### config.mk
export PLATFORM = sky130hd
export DESIGN_NAME = pdm_pkt_tx_flat
export DESIGN_NICKNAME = d
export VERILOG_FILES = /design/src/rtl/pdm_pkt_tx_if.sv /design/src/rtl/pdm_pkt_tx.sv /design/src/flat_wrapper.sv
export SDC_FILE = /design/constraint.sdc
export NUM_CORES = 1
export LEC_CHECK = 0
export CORE_MARGIN = 5
export CORE_UTILIZATION = 50
export CTS_CLUSTER_DIAMETER = 60
export CTS_CLUSTER_SIZE = 14
export DETAILED_ROUTE_END_ITERATION = 8
export DONT_BUFFER_PORTS = 1
export GPL_TIMING_DRIVEN = 0
export PLACE_DENSITY = 0.68
export REMOVE_ABC_BUFFERS = 1
export SLEW_MARGIN = 10
export SYNTH_ARGS = -nofsm -noshare
export SYNTH_HDL_FRONTEND = slang
export SYNTH_SLANG_ARGS = --single-unit
### constraint.sdc
create_clock -name clk -period 7.39 [get_ports clk]
set_clock_uncertainty 0.2 [all_clocks]
set_input_delay 1.478 -clock clk [delete_from_list [all_inputs] [get_ports clk]]
set_output_delay 1.478 -clock clk [all_outputs]
set_load 0.02 [all_outputs]
### src/rtl/pdm_pkt_tx_if.sv
// Ingress bus between the packet transmitter and pdm_core.
// master = transmitter (drives the byte bus), slave = pdm_core (returns ack).
interface pdm_pkt_tx_if;
  logic       bnd_plse;
  logic [7:0] data_in;
  logic       ack;

  modport master (output bnd_plse, output data_in, input ack);
  modport slave  (input bnd_plse, input data_in, output ack);
endinterface

### src/rtl/pdm_pkt_tx.sv
// Packet transmitter: host byte FIFO plus TX FSM that serialises whole packets onto pdm_core ingress.
// Optional ack timeout abort enabled by defining PDM_PKT_TX_ACK_TIMEOUT_EN.
module pdm_pkt_tx #(
  parameter int DEPTH       = 64,
  parameter int ACK_TIMEOUT = 255
) (
  input  logic         clk,
  input  logic         reset,
  input  logic         wr_en,
  input  logic [7:0]   wr_data,
  input  logic         wr_last,
  output logic         wr_full,
  output logic         err_ovf,
  pdm_pkt_tx_if.master ing,
  output logic         busy,
  output logic         pkt_sent,
  output logic         err_timeout
);
  // state    | meaning
  // S_IDLE   | waiting for a fully buffered packet
  // S_HDR    | popping header, bnd_plse registered high
  // S_PAY    | popping payload bytes until the one tagged last
  // S_WAIT   | packet on the bus, waiting for ack (or timeout)
  localparam logic [1:0] S_IDLE = 2'd0;
  localparam logic [1:0] S_HDR  = 2'd1;
  localparam logic [1:0] S_PAY  = 2'd2;
  localparam logic [1:0] S_WAIT = 2'd3;

  localparam int AW = $clog2(DEPTH);
  localparam logic [AW:0]   FULL_CNT = DEPTH[AW:0];
  localparam logic [AW:0]   CNT_ONE  = 1;
  localparam logic [AW-1:0] PTR_ONE  = 1;

  if (DEPTH < 4 || DEPTH > 256 || (DEPTH & (DEPTH - 1)) != 0 ||
      ACK_TIMEOUT < 1 || ACK_TIMEOUT > 65535) begin : g_cfg_err
    $error("pdm_pkt_tx: unsupported DEPTH or ACK_TIMEOUT");
  end

  logic [8:0]    mem [DEPTH];
  logic [AW-1:0] wr_ptr;
  logic [AW-1:0] rd_ptr;
  logic [AW:0]   count;
  logic [AW:0]   count_nxt;
  logic [AW:0]   pkt_cnt;
  logic [1:0]    state;
  logic [1:0]    state_nxt;
  logic [8:0]    rd_entry;
  logic          wr_acc;
  logic          pop;
  logic          pkt_in;
  logic          pkt_out;
  logic          expire;

  // Full is judged on the registered count, so a same-cycle pop never rescues a write.
  assign wr_acc   = wr_en && (count != FULL_CNT);
  assign pop      = (state == S_HDR) || (state == S_PAY);
  assign rd_entry = mem[rd_ptr];
  assign pkt_in   = wr_acc && wr_last;
  assign pkt_out  = pop && rd_entry[8];

  always_comb begin
    count_nxt = count;
    case ({wr_acc, pop})
      2'b10:   count_nxt = count + CNT_ONE;
      2'b01:   count_nxt = count - CNT_ONE;
      default: count_nxt = count;
    endcase
  end

  always_ff @(posedge clk) begin
    if (wr_acc) mem[wr_ptr] <= {wr_last, wr_data};
  end

  always_ff @(posedge clk or posedge reset) begin
    if (reset) begin
      wr_ptr  <= '0;
      rd_ptr  <= '0;
      count   <= '0;
      pkt_cnt <= '0;
      wr_full <= 1'b0;
      err_ovf <= 1'b0;
    end else begin
      if (wr_acc) wr_ptr <= wr_ptr + PTR_ONE;
      if (pop)    rd_ptr <= rd_ptr + PTR_ONE;
      count   <= count_nxt;
      wr_full <= (count_nxt == FULL_CNT);
      if (wr_en && !wr_acc) err_ovf <= 1'b1;
      if (pkt_in && !pkt_out)
        pkt_cnt <= pkt_cnt + CNT_ONE;
      else if (!pkt_in && pkt_out)
        pkt_cnt <= pkt_cnt - CNT_ONE;
    end
  end

  // Only complete packets are ever started, so HDR/PAY never pop an empty FIFO.
  always_comb begin
    state_nxt = state;
    case (state)
      S_IDLE:       if (pkt_cnt != '0) state_nxt = S_HDR;
      S_HDR, S_PAY: state_nxt = rd_entry[8] ? S_WAIT : S_PAY;
      S_WAIT:       if (ing.ack || expire) state_nxt = S_IDLE;
      default:      state_nxt = S_IDLE;
    endcase
  end

  always_ff @(posedge clk or posedge reset) begin
    if (reset) begin
      state        <= S_IDLE;
      busy         <= 1'b0;
      pkt_sent     <= 1'b0;
      ing.bnd_plse <= 1'b0;
      ing.data_in  <= 8'h00;
    end else begin
      state        <= state_nxt;
      busy         <= (state_nxt != S_IDLE);
      pkt_sent     <= (state == S_WAIT) && ing.ack;
      ing.bnd_plse <= (state == S_HDR);
      ing.data_in  <= pop ? rd_entry[7:0] : 8'h00;
    end
  end

`ifdef PDM_PKT_TX_ACK_TIMEOUT_EN
  localparam int TW = (ACK_TIMEOUT > 255) ? 16 : 8;
  localparam logic [TW-1:0] TMR_LOAD = TW'(ACK_TIMEOUT - 1);
  localparam logic [TW-1:0] TMR_ONE  = 1;

  logic [TW-1:0] timer;

  // ack has priority over a timer reaching terminal count in the same cycle.
  assign expire = (state == S_WAIT) && !ing.ack && (timer == '0);

  always_ff @(posedge clk or posedge reset) begin
    if (reset) begin
      timer       <= '0;
      err_timeout <= 1'b0;
    end else begin
      err_timeout <= expire;
      if (state != S_WAIT && state_nxt == S_WAIT)
        timer <= TMR_LOAD;
      else if (state == S_WAIT && timer != '0)
        timer <= timer - TMR_ONE;
    end
  end
`else
  assign expire      = 1'b0;
  assign err_timeout = 1'b0;
`endif

endmodule
### src/flat_wrapper.sv
// flat-port wrapper written by rule: the top's interface ports become plain ports
module pdm_pkt_tx_flat 
#(
  parameter int DEPTH       = 64,
  parameter int ACK_TIMEOUT = 255
)
  (clk, reset, wr_en, wr_data, wr_last, wr_full, err_ovf, busy, pkt_sent, err_timeout, ing_bnd_plse, ing_data_in, ing_ack);
  pdm_pkt_tx_if ing_i ();
  input  logic clk;
  input  logic reset;
  input  logic wr_en;
  input  logic [7:0] wr_data;
  input  logic wr_last;
  output logic wr_full;
  output logic err_ovf;
  output logic busy;
  output logic pkt_sent;
  output logic err_timeout;
  output wire logic [$bits(ing_i.bnd_plse)-1:0] ing_bnd_plse;
  output wire logic [$bits(ing_i.data_in)-1:0] ing_data_in;
  input wire logic [$bits(ing_i.ack)-1:0] ing_ack;
  assign ing_bnd_plse = ing_i.bnd_plse;
  assign ing_data_in = ing_i.data_in;
  assign ing_i.ack = ing_ack;
  pdm_pkt_tx #(.DEPTH(DEPTH), .ACK_TIMEOUT(ACK_TIMEOUT)) u_core (.clk(clk), .reset(reset), .wr_en(wr_en), .wr_data(wr_data), .wr_last(wr_last), .wr_full(wr_full), .err_ovf(err_ovf), .ing(ing_i), .busy(busy), .pkt_sent(pkt_sent), .err_timeout(err_timeout));
endmodule
==> metrics <==
CP Capture Type=flip-flop; drt first-iter violations=1,179; CTS tree=done; drt total wl=48,300 um; post-route minimum period=4.94 ns; worst path bufs/invs=3; area leader, netlist=edfxtp_1; Avg Cell Area, Syn=21.1 um^2; Die Span X=230 um; core area=47,900 um^2; first-pass GRT wire length=74,400 um; Power Dens Cells=372 nW/um^2; RSZ-0062 raised after global routing=false; Yosys cell types=54; Slew Limit Fails=0; Worst slew margin=27.9%; Routed wire per std cell=27.0 um; post-CTS sizing=0; antenna violations before repair=0; Clock Tree Root=clkbuf_16; CTS Hold Buffers Added=0; Fin. Hold Viols=0; die area=53,100 um^2; Cell Area, Synth=24,300 um^2; worst skew pair latency=0.61 ns; Leak=8.25 nW; setup violators final=0; Clk pin slew, worst setup/hold paths=0.06 ns; max cap viols=0; CP arrival=5.23 ns; CTS Buffer Depth=3; CP peak stage delay=0.86 ns; dominant cells by area after synthesis=edfxtp_1 (71%), mux4_2 (15%), dfrtp_1 (4.2%); initial core utilization=50.7%; number of synthesized flops with an enable pin=576; global route overflow=0; Tot GR Track Use=18.6%; antenna diode count=0; layout cells sized above 1=21.6%; port bufs=0; placed standard-cell area=25,000 um^2; status=finished clean; H-tree levels=2; CP delay by family, top=compound AO/OA/AOI/OAI gates; Yosys Warn Count=0; Nets=1,174; Synth top area share=71.2%; drt pass-1 iters=5; DRC Markers=0; Site Rows=80; register area share after synthesis=75.4%; Crit Path Class=reg2reg; post-detailed-route count of antenna-violating nets=0; Worst EP required=7.68 ns; Die Y=230 um; P&R area growth vs syn=8.98%; Yosys reg bits=617; Least-Margin Pin Slew=1.08 ns; crit start category=flip-flop; CP Cell Sequence=buf_16 > buf_16 > mux2i_1 > mux4_2 > nand3_1 > nand4_1 > a21o_1 > ha_1 > inv_1 > ha_1 > a21oi_1 > o21bai_1 > a21oi_1 > nor3_1 > a211o_1 > xor2_1; top cells by count, synth=edfxtp_1 (576), mux4_2 (165), nor2_1 (72); total CTS buffers=52; fmax=0.202 GHz; final period utilization=66.9%; Setup Fix Bufs, Post-CTS=0; clk sinks=617; Via density=6.20; I/O pins=27; Util after Layout=55.2%; Mapped Cells=1,152; Hold WC Path Type=reg2reg; vias=11,091; cell with the most instances after synthesis=edfxtp_1; CP max stage cell=dfrtp_4; post-route cell area=26,500 um^2; Async S/R FF share, synth=6.65%; Final HPWL DP=29,100 um; Main synth FF type=edfxtp_1; pin count of the biggest net entering global routing=66; GPL Wtd Cong=0.795; crit path max fanout=52; maximum resistive drop on vdd=0.184 mV; vias in the first global route=11,363
## area by class of cell
cell class | count | area, um^2
Inverter | 9 | 33.8
Timing Repair Buffer | 9 | 225
Clock inverter | 8 | 71.3
Multi-Input combinational cell | 457 | 5600
Clock buffer | 74 | 1440
Sequential cell | 617 | 18300
Fill cell | 3528 | 21500
Tap cell | 615 | 769
## per-stage QoR
| step | power (mW) | setup slack (ns) | std cells | hold slack, ns | TNS (ns) |
|---|---|---|---|---|---|
| floorplan | 6.71 | -1.22 | 1083 | 0.243 | -5.45 |
| global placement | 7.71 | -4.44 | 1698 | 0.260 | -63.36 |
| detailed placement | 7.43 | 2.38 | 1707 | 0.266 | 0 |
| CTS | 9.95 | 2.41 | 1789 | 0.275 | 0 |
| global route | 10.3 | 2.17 | 1789 | 0.316 | 0 |
| finish | 9.85 | 2.45 | 1789 | 0.278 | 0 |
## flip-flops by register name, indices dropped and copies added, names as in the netlist, 2 cells and up
| register | cells |
|---|---|
| u_core.pkt_cnt | 7 |
| u_core.count | 7 |
| u_core.rd_ptr | 6 |
| u_core.ing.data_in | 8 |
| u_core.wr_ptr | 6 |
| u_core.mem | 576 |
| u_core.state | 2 |
## layout by cell type, fill, tap and decap left out, types with 4 or more instances in the layout
master and n:
mux2_2 10, nand3_1 8, xnor2_1 15, clkbuf_16 54, nor2b_1 4, ha_1 14
nor3_1 5, a31oi_1 4, o21bai_1 4, nor2_1 72, a21oi_1 23, a21o_1 4
o221ai_1 8, edfxtp_1 576, nand2_1 24, nand2b_1 4, and2_1 4, a32oi_1 7
buf_16 6, o21ai_1 7, a22oi_1 5, mux2i_1 15, nand3b_1 6, xor2_1 8
inv_1 8, o21ai_0 10, clkbuf_1 19, dfrtp_1 37, mux4_2 165
## worst register-to-register path, cell delays in order, from the launching register on
cell      delay, ns
dfrtp_4        0.86
buf_16         0.36
buf_16         0.38
mux2i_1        0.20
mux4_2         0.57
nand3_1        0.12
nand4_1        0.14
a21o_1         0.27
ha_1           0.27
inv_1          0.21
ha_1           0.31
a21oi_1        0.17
o21bai_1       0.11
a21oi_1        0.20
nor3_1         0.07
a211o_1        0.25
xor2_1         0.14
## cells by family after synthesis
logic type | after synthesis | share of synthesized area (%)
simple gates | 145 | 2.79
flops | 617 | 75.4
mux | 190 | 16.4
buf+inv | 78 | 1.51
fa+ha+maj | 15 | 0.804
compound gates | 83 | 2.25
other cells | 1 | 0.0154
xor+xnor | 23 | 0.829
## metal layers
layer,global-route usage [%],share of wire (%),up-vias
li1,-,-,4724
met3,3.26,6.5,63
met4,4.88,2.0,0
met2,29.3,49,382
met5,0,0,-
met1,27.5,43,5922
## where the power goes
group	internal, mW	switching (mW)	total [mW]	leakage (nW)
Combinational	1.43	1.50	2.93	1.85
Clock	1.35	1.18	2.53	0.727
Sequential	4.05	0.339	4.39	5.68
Total	6.82	3.02	9.85	8.25
## final timing paths
check	from	endpoint	slack, ns	cells after the start
setup / recovery	u_core.rd_ptr[1]	u_core.pkt_cnt[6]	2.45	16
min in group asynchronous	reset	u_core.wr_full	0.47	1
max in group asynchronous	reset	u_core.rd_ptr[1]	6.06	2
hold reg to reg	u_core.pkt_cnt[6]	u_core.pkt_cnt[6]	0.28	1
hold / removal	u_core.pkt_cnt[6]	u_core.pkt_cnt[6]	0.28	1
setup reg to reg	u_core.rd_ptr[1]	u_core.pkt_cnt[6]	2.45	16
Power figures use the tool's default switching activity.
